===== config.mk =====
export PLATFORM = sky130hd
export DESIGN_NAME = apb_req_arbiter
export DESIGN_NICKNAME = d
export VERILOG_FILES = /design/src/rtl/apb_pkg.sv /design/src/rtl/apb_rr_pick.sv /design/src/rtl/apb_req_arbiter.sv
export SDC_FILE = /design/constraint.sdc
export NUM_CORES = 1
export LEC_CHECK = 0
export CAP_MARGIN = 20
export CORE_ASPECT_RATIO = 0.9
export CORE_MARGIN = 4
export CORE_UTILIZATION = 45
export DETAILED_ROUTE_END_ITERATION = 12
export PLACE_DENSITY = 0.85
export SLEW_MARGIN = 20
export SYNTH_ARGS = -nofsm -noshare
export SYNTH_HDL_FRONTEND = slang
export SYNTH_SLANG_ARGS = --single-unit

===== constraint.sdc =====
create_clock -name PCLK -period 3.4 [get_ports PCLK]
set_clock_uncertainty 0.05 [all_clocks]
set_input_delay 0.68 -clock PCLK [delete_from_list [all_inputs] [get_ports PCLK]]
set_output_delay 0.68 -clock PCLK [all_outputs]
set_load 0.05 [all_outputs]

===== src/rtl/apb_pkg.sv =====
// rtl/apb_pkg.sv - shared widths, one-hot FSM encoding and requester index type for the APB request arbiter
package apb_pkg;

    localparam int APB_ADDR_W = 9;
    localparam int APB_DATA_W = 8;

    // One-hot state encoding, kept as plain constants so older tooling can share it.
    localparam logic [3:0] ST_IDLE    = 4'b0001;
    localparam logic [3:0] ST_ISSUE   = 4'b0010;
    localparam logic [3:0] ST_WAIT    = 4'b0100;
    localparam logic [3:0] ST_RELEASE = 4'b1000;

    // Index of one of the two requesters.
    typedef logic req_idx_t;

endpackage


===== src/rtl/apb_rr_pick.sv =====
// rtl/apb_rr_pick.sv - 2-way round-robin selector: requests and priority in, grant index out
module apb_rr_pick
    import apb_pkg::*;
(
    input  logic [1:0] req,          // per-requester pending request
    input  req_idx_t   prio,         // requester that wins a tie
    output logic       grant_valid,  // at least one request pending
    output req_idx_t   grant_idx     // selected requester
);

    always_comb begin
        grant_valid = |req;
        // Priority only matters on a tie; otherwise the single requester wins.
        grant_idx   = (req == 2'b11) ? prio : req[1];
    end

endmodule


===== src/rtl/apb_req_arbiter.sv =====
// rtl/apb_req_arbiter.sv - two-requester APB command arbiter with registered bridge outputs (optional WAIT timeout: APB_ARB_TIMEOUT_EN)
module apb_req_arbiter
    import apb_pkg::*;
#(
    parameter int ADDR_W      = APB_ADDR_W,  // top address bit selects the slave
    parameter int DATA_W      = APB_DATA_W,
    parameter int TIMEOUT_CYC = 32           // WAIT cycles before abort, 2..255
) (
    input  logic              PCLK,          // rising-edge clock
    input  logic              PRESETn,       // asynchronous active-low reset
    input  logic [1:0]        req_valid,     // held until the requester's ack
    input  logic [1:0]        req_rw,        // 1 = read, 0 = write
    input  logic [ADDR_W-1:0] req0_addr,
    input  logic [ADDR_W-1:0] req1_addr,
    input  logic [DATA_W-1:0] req0_wdata,
    input  logic [DATA_W-1:0] req1_wdata,
    output logic [1:0]        ack,           // one-cycle completion pulse
    output logic [DATA_W-1:0] rsp_rdata,     // valid with ack
    output logic              rsp_err,       // valid with ack
    output logic              busy,          // high outside IDLE
    output logic              transfer,      // bridge command strobe
    output logic              READ_WRITE,
    output logic [ADDR_W-1:0] write_paddr,
    output logic [ADDR_W-1:0] read_paddr,
    output logic [DATA_W-1:0] write_data,
    input  logic              PENABLE,
    input  logic              PREADY,
    input  logic              PSLVERR,
    input  logic [DATA_W-1:0] bridge_rdata
);

    logic [3:0]        state;
    req_idx_t          prio;
    req_idx_t          winner;

    logic              pick_valid;
    req_idx_t          pick_idx;
    logic              sel_rw;
    logic [ADDR_W-1:0] sel_addr;
    logic [DATA_W-1:0] sel_wdata;

    logic              wait_done;
    logic              wait_err;
    logic [DATA_W-1:0] wait_rdata;

    apb_rr_pick u_pick (
        .req         (req_valid),
        .prio        (prio),
        .grant_valid (pick_valid),
        .grant_idx   (pick_idx)
    );

    always_comb begin
        sel_rw    = pick_idx ? req_rw[1]  : req_rw[0];
        sel_addr  = pick_idx ? req1_addr  : req0_addr;
        sel_wdata = pick_idx ? req1_wdata : req0_wdata;
    end

`ifdef APB_ARB_TIMEOUT_EN
    localparam logic [7:0] TO_LAST = 8'(TIMEOUT_CYC - 1);
    logic [7:0] wait_cnt;
`else
    // Without the timeout the parameter has no consumer.
    logic unused_timeout;
    assign unused_timeout = ^8'(TIMEOUT_CYC);
`endif

    // WAIT exit decision; a slave error outranks a simultaneous ready.
    always_comb begin
        wait_done  = 1'b0;
        wait_err   = 1'b0;
        wait_rdata = '0;
        if (PSLVERR) begin
            wait_done = 1'b1;
            wait_err  = 1'b1;
        end else if (PENABLE && PREADY) begin
            wait_done  = 1'b1;
            wait_rdata = READ_WRITE ? bridge_rdata : '0;
        end
`ifdef APB_ARB_TIMEOUT_EN
        else if (wait_cnt == TO_LAST) begin
            wait_done = 1'b1;
            wait_err  = 1'b1;
        end
`endif
    end

    always_ff @(posedge PCLK or negedge PRESETn) begin
        if (!PRESETn) begin
            state       <= ST_IDLE;
            prio        <= 1'b0;
            winner      <= 1'b0;
            ack         <= '0;
            rsp_rdata   <= '0;
            rsp_err     <= 1'b0;
            busy        <= 1'b0;
            transfer    <= 1'b0;
            READ_WRITE  <= 1'b0;
            write_paddr <= '0;
            read_paddr  <= '0;
            write_data  <= '0;
`ifdef APB_ARB_TIMEOUT_EN
            wait_cnt    <= '0;
`endif
        end else begin
            ack <= '0;
            case (state)
                ST_IDLE: begin
                    if (pick_valid) begin
                        // The command registers double as the frozen copy of the request.
                        state       <= ST_ISSUE;
                        winner      <= pick_idx;
                        prio        <= ~pick_idx;
                        busy        <= 1'b1;
                        transfer    <= 1'b1;
                        READ_WRITE  <= sel_rw;
                        read_paddr  <= sel_rw ? sel_addr : '0;
                        write_paddr <= sel_rw ? '0 : sel_addr;
                        write_data  <= sel_rw ? '0 : sel_wdata;
                    end
                end
                ST_ISSUE: begin
                    state <= ST_WAIT;
`ifdef APB_ARB_TIMEOUT_EN
                    wait_cnt <= '0;
`endif
                end
                ST_WAIT: begin
                    if (wait_done) begin
                        state     <= ST_RELEASE;
                        transfer  <= 1'b0;
                        ack       <= winner ? 2'b10 : 2'b01;
                        rsp_err   <= wait_err;
                        rsp_rdata <= wait_rdata;
                    end
`ifdef APB_ARB_TIMEOUT_EN
                    else begin
                        wait_cnt <= wait_cnt + 8'd1;
                    end
`endif
                end
                ST_RELEASE: begin
                    state       <= ST_IDLE;
                    busy        <= 1'b0;
                    rsp_err     <= 1'b0;
                    rsp_rdata   <= '0;
                    READ_WRITE  <= 1'b0;
                    read_paddr  <= '0;
                    write_paddr <= '0;
                    write_data  <= '0;
                end
                default: begin
                    state    <= ST_IDLE;
                    busy     <= 1'b0;
                    transfer <= 1'b0;
                end
            endcase
        end
    end

endmodule


# Word level (Yosys, flattened, before mapping)
# Index checks and enable logic that the tools add are counted.
# totals
register_bits	46
in_bits	51
# op_classes
eq_ne	7
n_mux	35
n_bitwise	3
n_reduce_logical	12
# ops
op	count
two-way mux 8 bit	7
two-way mux 9 bit	5
case mux 9 bit (2 select lines)	2
case mux 8 bit (2 select lines)	2
case mux 4 bit (3 select lines)	1
AND reduction 2 bit	5
two-way mux 1 bit	9
two-way mux 4 bit	2
two-way mux 2 bit	3
case mux 1 bit (2 select lines)	3
OR reduction 2 bit	3
equality test 4 x 1 -> 1 bit (second input constant)	1
equality test 4 x 2 -> 1 bit (second input constant)	1
equality test 4 x 3 -> 1 bit (second input constant)	1
equality test 4 bit (second input constant)	1
inequality test 2 bit (second input constant)	2
nonzero test 2 bit	2
NOT 1 bit	3
case mux 1 bit (3 select lines)	1
AND reduction 3 bit	1
equality test 2 bit (second input constant)	1
logical AND 1 bit	1

# Logic depth before layout (Yosys ltp)
# Gate-level depths: netlist (run 1).
# logic_depth
ltp_word	6
depth_mapped	6

# Hierarchy
# From an unflattened synthesis (run 1), not the netlist that was laid out.
# unflattened
hier_cells	209
hier_area_um2	2090.8
# modules_own_cells
mod	n_inst	cells_each	area_per_inst_um2
apb_req_arbiter	1	206	2073.2
apb_rr_pick	1	3	17.5

# Worst setup path before layout (run 1)
# No wires, ideal clock.
# synth_path
path_kind	flip-flop to flip-flop
startpoint	register state[3]
endpoint	register write_paddr[0]
setup_time_ns	0.127
arrival_time_ns	1.567
setup_slack_ns	1.656
stages_incl_launch_ff	6
n_path_buf	1
path_cell_list	dfrtp_1 -> nor4b_4 -> o21ai_2 -> buf_6 -> and3_1 -> a221o_2
# synth_between
elab_chain_cells	3
elab_cells_between_ends	6
# synth_rtl
item	line_no	text
start, declared	apb_req_arbiter.sv:32	logic [3:0] state;
start signal, assigned	apb_req_arbiter.sv:90	state <= ST_IDLE;
start signal, assigned	apb_req_arbiter.sv:111	state <= ST_ISSUE;
start signal, assigned	apb_req_arbiter.sv:123	state <= ST_WAIT;
equality test 4 x 1 -> 1 bit or equality test 4 bit (tied branches)	apb_req_arbiter.sv:107	case (state)
inequality test 2 bit (no source line) or nonzero test 2 bit (tied branches)	-	
AND reduction 2 bit (no source line)	-	
end signal, assigned	apb_req_arbiter.sv:118	write_paddr <= sel_rw ? '0 : sel_addr;
end, declared	apb_req_arbiter.sv:23	output logic [ADDR_W-1:0] write_paddr,
# Several ways; a longest one is shown, not always the timed one.
# A chain may end at the register's enable or synchronous reset.

# Worst setup path after layout (run 1)
# layout_path
startpoint	register write_paddr[7]
endpoint	output write_paddr[7]
# No word-level cell between the ends.

==> metrics.txt, run 1 <==
status finished, final reports clean; num rows 23; RSZ-0062 raised after global routing no; final hold vios 0; Inserted Clock Buffers 5; largest net degree at the start of global routing 47; port bufs 90; synth warn 0; clk sinks 46; Post-CTS Hold Fix Bufs 0; Post-Route WL between 5000 and 6000 um; sequential area share after synthesis roughly 55%; Critical R2R Launch state[1]; asr flop ratio synth 100%; clock network fraction of total power roughly 14%; Worst EP arrival 1500 ps; Synth area leader dfrtp_1; CP Data Required Time around 2700 ps; cell family with most CP delay buffers and inverters; first-pass iteration count of the detailed router 4; worst reg2reg path endpoint write_paddr[1]; most used flip-flop cell after synthesis dfrtp_1; critical path class reg2out; CTS tree done; Clk pin slew, worst setup/hold paths around 80 ps; post-route cell area ~0.0031 mm^2; vias per cell 5.71; CP Max Fanout 2; Final Max Slew Viols 0; antenna viol nets, final 0; vias in the first global route about 1900; setup slack after placement 903 ps; final core occ a little over two thirds; RD Place Congestion 0.761; Hold Slack between 300 and 400 ps; FILL cells approximately 330; Max-Slew Margin vs Limit roughly 40%; setup bufs post-CTS 0; Post-synth top cells dfrtp_1 (45), and3_1 (26), a221o_2 (16), a221o_1 (10), nor2_1 (10); CP bufs+invs 1; top cells by area, synth dfrtp_1 (54%), a221o_2 (8.6%), and3_1 (7.8%); most common cell in the netlist dfrtp_1; initial antenna violation count 0; Achievable Freq about 450 MHz; sw frac a little over two fifths; Sw Pwr about 1.2 mW; core area between 0.004 and 0.005 mm^2; Initial DRC Count roughly 140; die area slightly below 0.006 mm^2; max cap viols 0; Yosys cell types 36; Setup crit start kind flop; worst path cell trace clkdlybuf4s50_1; syn_nets between 200 and 250; total track usage between 20% and 30%; Setup Viol. Count Final 0; width of the die approximately 80 um; Vias 1843; total power 2.70 mW; fin cells about 320; Ant. Diodes 0; CTS root buffer clkbuf_8; cts repair resizes 0; H-tree level count 2; Post-synth EDFFs 0; starting density of the core 46.7%; Synth top area share 53.7%; P_leak 1.41 nW; synthesized flop and latch total 46; worst skew pair latency ~290 ps; worst slew pin tran approximately 900 ps; Slowest-stage cell, CP clkdlybuf4s50_1; I/O pin count 91; Cell Pwr Density between 800 and 900 mW/mm^2; worst setup margin about 1200 ps; HPWL Detailed slightly above 4000 um; Flop pwr share around a third; final setup TNS 0 ps; synthesis-to-layout area growth 48.9%; layout cells sized above 1 around 13%; Post-Syn Area per Cell 12.3 um^2; Placed Area 0.00301 mm^2; min cycle time layout 2230 ps; Worst Reg-to-Reg Cells 4; # DRC 0; Mapped Area 0.00210 mm^2; global route overflow 0; CP max stage delay 820 ps; clk buf depth 2; Mapped Cells 171; reg-to-reg setup timing slack roughly 1200 ps; first-pass GRT wire length 9160 um; combinational fraction of design power 53.6%; Worst Setup End Kind output pin; HP Class in2async; Internal 1.54 mW; Max rail drop VDD 0.000451 V; post-layout net count approximately 310; placed cell count between 300 and 400; DR WL/cell 17.5 um; Final Cycle Share 65.5%; die height ~73 um
worst max path at each step:
stage	cells past startpoint	slack, ps	from	to
3_3_place_gp	4	960	req_valid[1]	write_data[5]
5_1_grt	4	1070	req_valid[1]	transfer
3_5_place_dp	4	900	req_valid[1]	transfer
4_1_cts	1	1160	READ_WRITE	READ_WRITE
6_report	1	1170	write_paddr[7]	write_paddr[7]
2_1_floorplan	5	1660	state[3]	write_paddr[0]
per-layer routing:
metal	track usage [%]	wire [um]	vias to the layer above
met4	4.50	24	0
met5	0	0	-
met2	32.1	2730	68
met3	5.56	402	2
li1	-	-	845
met1	28.3	2510	928
flip-flops by register name, summed over array words and instances, names as in the netlist:
register,flops
READ_WRITE,1
read_paddr,9
prio,1
winner,1
write_paddr,9
busy,1
write_data,8
ack,2
rsp_rdata,8
transfer,1
state,4
rsp_err,1
kinds of logic after synthesis:
family	after synthesis	synth area share [%]
buf+inv	11	3.28
flops	46	55.0
compound gates	50	21.7
simple gates	64	20.1
placed cells by master, fill, tap and decap left out:
| cell type | Yosys | final |
|---|---|---|
| clkdlybuf4s50_1 | 0 | 89 |
| dfrtp_1 | 45 | 45 |
| and3_1 | 26 | 26 |
| a221o_2 | 16 | 16 |
| nor2_1 | 10 | 10 |
| a221o_1 | 10 | 10 |
| nand2_1 | 5 | 5 |
| nor2b_1 | 5 | 5 |
| a22o_1 | 5 | 5 |
| clkbuf_8 | 0 | 5 |
| a21oi_1 | 4 | 4 |
| a22oi_1 | 4 | 4 |
| o21ai_0 | 4 | 4 |
| inv_1 | 3 | 3 |
| nand2b_1 | 2 | 2 |
| and2_1 | 2 | 2 |
| and2b_2 | 2 | 2 |
| nor3b_4 | 2 | 2 |
| nand3_1 | 2 | 2 |
| o311ai_0 | 2 | 2 |
| clkbuf_1 | 3 | 2 |
| nor4b_1 | 1 | 1 |
| or4b_2 | 1 | 1 |
| nand4b_1 | 1 | 1 |
| nor2_4 | 1 | 1 |
| nor4b_4 | 1 | 1 |
| nand2_2 | 1 | 1 |
| o21ai_2 | 1 | 1 |
| nor3_1 | 1 | 1 |
| nor3b_1 | 1 | 1 |
| a21o_1 | 1 | 1 |
| o21a_1 | 1 | 1 |
| o22a_1 | 1 | 1 |
| a32o_1 | 1 | 1 |
| bufinv_16 | 0 | 1 |
| buf_4 | 1 | 1 |
| dfstp_2 | 1 | 1 |
power by group through the flow:
stage / Clock, mW / Sequential [mW] / Combinational, mW
global placement: 0 / 0.874 / 1.42
CTS: 0.397 / 0.865 / 1.45
global route: 0.421 / 0.891 / 1.53
floorplan: 0 / 1.34 / 0.527
detailed placement: 0 / 0.870 / 1.45
finish: 0.388 / 0.867 / 1.45
worst register-to-register path, cell delays in order, from the launching register on:
cell and delay [ps]:
dfrtp_1 490, nor2_1 330, nand2_1 520, and3_1 380
a221o_2 310
final cells by class:
class,instances,area [um^2],share of cell area [%]
inverters,3,11.3,0.361
well taps,62,77.6,2.48
multi-input cells,114,876,28.1
flip-flops and latches,46,1150,36.9
clock buffers,7,76.3,2.44
clock inverters,1,30.0,0.962
repair buffers,90,898,28.8
Power figures use the tool's default switching activity.
==> run 2, diff against run 1 <==
--- a/config.mk
+++ b/config.mk
@@ -8,9 +8,9 @@
 export CAP_MARGIN = 20
 export CORE_ASPECT_RATIO = 0.9
 export CORE_MARGIN = 4
-export CORE_UTILIZATION = 45
+export CORE_UTILIZATION = 42
 export DETAILED_ROUTE_END_ITERATION = 12
-export PLACE_DENSITY = 0.85
+export PLACE_DENSITY = 0.8
 export SLEW_MARGIN = 20
 export SYNTH_ARGS = -nofsm -noshare
 export SYNTH_HDL_FRONTEND = slang
==> constraint.sdc (replaced) <==
create_clock -name PCLK -period 2.1 [get_ports PCLK]
set_clock_uncertainty 0.05 [all_clocks]
set_input_delay 0.42 -clock PCLK [delete_from_list [all_inputs] [get_ports PCLK]]
set_output_delay 0.42 -clock PCLK [all_outputs]
set_load 0.05 [all_outputs]
==> metrics.txt, run 2 (same netlist as run 1, synthesis figures left out) <==
critical path class reg2out (unchanged); Initial DRC Count 75 (was 142); layout cells sized above 1 16.2% (was 12.6%); synthesis-to-layout area growth 54.4% (was 48.9%); vias per cell 5.40 (was 5.71); RSZ-0062 raised after global routing no (unchanged); worst path cell trace clkdlybuf4s50_1 (unchanged); Routed met1 length 2530 um (was 2510 um); first-pass GRT wire length 9100 um (was 9160 um); Achievable Freq roughly 500 MHz; clk buf depth 2 (unchanged); Slowest-stage cell, CP clkdlybuf4s50_1 (unchanged); Worst EP arrival 1530 ps (was 1500 ps); CP max stage delay 820 ps (about the same); CP Data Required Time 1630 ps (was 2670 ps); Post-CTS Hold Fix Bufs 0 (unchanged); core area 0.00483 mm^2 (was 0.00449 mm^2); reg-to-reg setup timing slack 190 ps (was 1220 ps); FILL cells 376 (was 334); clk sinks 46 (unchanged); starting density of the core 43.4% (was 46.7%); Ant. Diodes 0 (unchanged); combinational fraction of design power 55.1% (was 53.6%); most common cell after layout, fill and taps aside clkdlybuf4s50_1 (unchanged); # DRC 0 (unchanged); status finished, final reports clean (unchanged); Max-Slew Margin vs Limit 51.5% (was 40.1%); worst skew pair latency 300 ps (was 290 ps); met2 WL 2720 um (was 2730 um); first-pass iteration count of the detailed router 4 (unchanged); max cap viols 0 (unchanged); Cell Pwr Density 1390 mW/mm^2 (was 866 mW/mm^2); port bufs 90 (unchanged); H-tree level count 2 (unchanged); worst reg2reg path endpoint read_paddr[6] (was write_paddr[1]); FF+latch area 0.00115 mm^2 (unchanged); sw frac 42.5% (was 43.2%); final hold vios 0 (unchanged); min cycle time layout 2000 ps; initial antenna violation count 0 (unchanged); CP Max Fanout 3 (was 2); Worst Reg-to-Reg Cells 5 (was 4); HP Class in2async (unchanged); width of the die 82.5 um (was 80.0 um); Setup Viol. Count Final 0 (unchanged); Critical R2R Launch state[0] (was state[1]); CTS root buffer clkbuf_8 (unchanged); Final Cycle Share between 90 and 100%; DR top layer met4 (unchanged); Worst Setup End Kind output pin (unchanged); Largest regs read_paddr: 9 flops, write_paddr: 9 flops (unchanged); RD Place Congestion 0.840 (was 0.761); I/O pin count 91 (unchanged); num rows 24 (was 23); Final Max Slew Viols 0 (unchanged); vias in the first global route 1820 (was 1866); Clk pin slew, worst setup/hold paths 80 ps (about the same); placed cell count 326 (was 315); global route overflow 0 (unchanged); Post-Route WL 5800 um (was 5660 um); P_leak 1.47 nW (was 1.41 nW); total track usage 19.8% (was 20.3%); die area 0.00619 mm^2 (was 0.00582 mm^2); Sw Pwr 1.92 mW (was 1.17 mW); Internal 2.59 mW (was 1.54 mW); DR WL/cell 17.3 um (was 17.5 um); CTS tree done (unchanged); Inserted Clock Buffers 5 (unchanged); die height 75.0 um (was 72.8 um); met3 wire len 479 um (was 402 um); HPWL Detailed 4300 um (was 4060 um); Setup crit start kind flop (unchanged); Vias 1815 (was 1843); Hold Slack 11.5 ps (was 328 ps); antenna viol nets, final 0 (unchanged); clock network fraction of total power 14.2% (was 14.4%); CP bufs+invs 1 (unchanged); Flop pwr share 30.8% (was 32.1%); fin cells 336 (was 323); Max rail drop VDD 0.000781 V (was 0.000451 V); cell family with most CP delay buffers and inverters (unchanged); largest net degree at the start of global routing 28 (was 47); post-layout net count 321 (was 311); area of the multi-input gates 878 um^2 (was 876 um^2); most frequent cells in the layout clkdlybuf4s50_1 (89), dfrtp_1 (45), and3_1 (26) (unchanged); worst slew pin tran 725 ps (was 898 ps)
## run 2: worst max path at each step
stage / start / end / slack, ps / cells after the start
6_report: READ_WRITE / READ_WRITE / 100 / 1
5_1_grt: READ_WRITE / READ_WRITE / 60 / 1
4_1_cts: state[2] / write_paddr[0] / 20 / 4
3_5_place_dp: req_valid[1] / write_paddr[0] / -90 / 4
3_3_place_gp: req_valid[1] / write_paddr[0] / -60 / 4
2_1_floorplan: state[3] / write_paddr[0] / 360 / 5
## run 2: power by group through the flow
| stage | clock network (mW) | registers [mW] | logic [mW] |
|---|---|---|---|
| floorplan | 0 | 2.16 | 0.854 |
| global placement | 0 | 1.39 | 2.41 |
| detailed placement | 0 | 1.39 | 2.45 |
| CTS | 0.655 | 1.38 | 2.46 |
| global route | 0.685 | 1.42 | 2.63 |
| finish | 0.639 | 1.39 | 2.48 |
## run 2: timing repair
action	4_1_cts	5_1_grt
gates resized for setup	0	1
buffers inserted	0	2
endpoints found under the setup margin	0	23
## run 2: per-layer routing
metal,GRT usage [%],up-vias
met2,30.7,70
met1,27.7,869
met4,7.75,0
met5,0,-
met3,3.35,5
li1,-,871
## run 2: area by class of cell
cell class                      count  area share (%)
Sequential cell                    46            35.6
Timing Repair Buffer              100            31.1
Multi-Input combinational cell    114            27.1
Tap cell                           65            2.51
Clock buffer                        7            2.36
Clock inverter                      1           0.927
Inverter                            3           0.348
## run 2: through the flow
step           setup slack (ps)  power (mW)  utilization [%]  TNS, ps  instance area (um^2)
2_1_floorplan               356        3.02                -        0                  2100
3_3_place_gp              -56.3        3.80             63.9     -923                  3090
3_5_place_dp              -94.1        3.85             63.9    -1750                  3090
4_1_cts                    22.6        4.50             66.1        0                  3200
5_1_grt                    64.3        4.74             67.0        0                  3240
6_report                   99.5        4.51             67.0        0                  3240
==> run 3, diff against run 2 <==
--- a/config.mk
+++ b/config.mk
@@ -11,7 +11,6 @@
 export CORE_UTILIZATION = 42
 export DETAILED_ROUTE_END_ITERATION = 12
 export PLACE_DENSITY = 0.8
-export SLEW_MARGIN = 20
 export SYNTH_ARGS = -nofsm -noshare
 export SYNTH_HDL_FRONTEND = slang
 export SYNTH_SLANG_ARGS = --single-unit
==> results of run 3 <==
No change in the layout: final DEF, timing and power equal those of run 2.
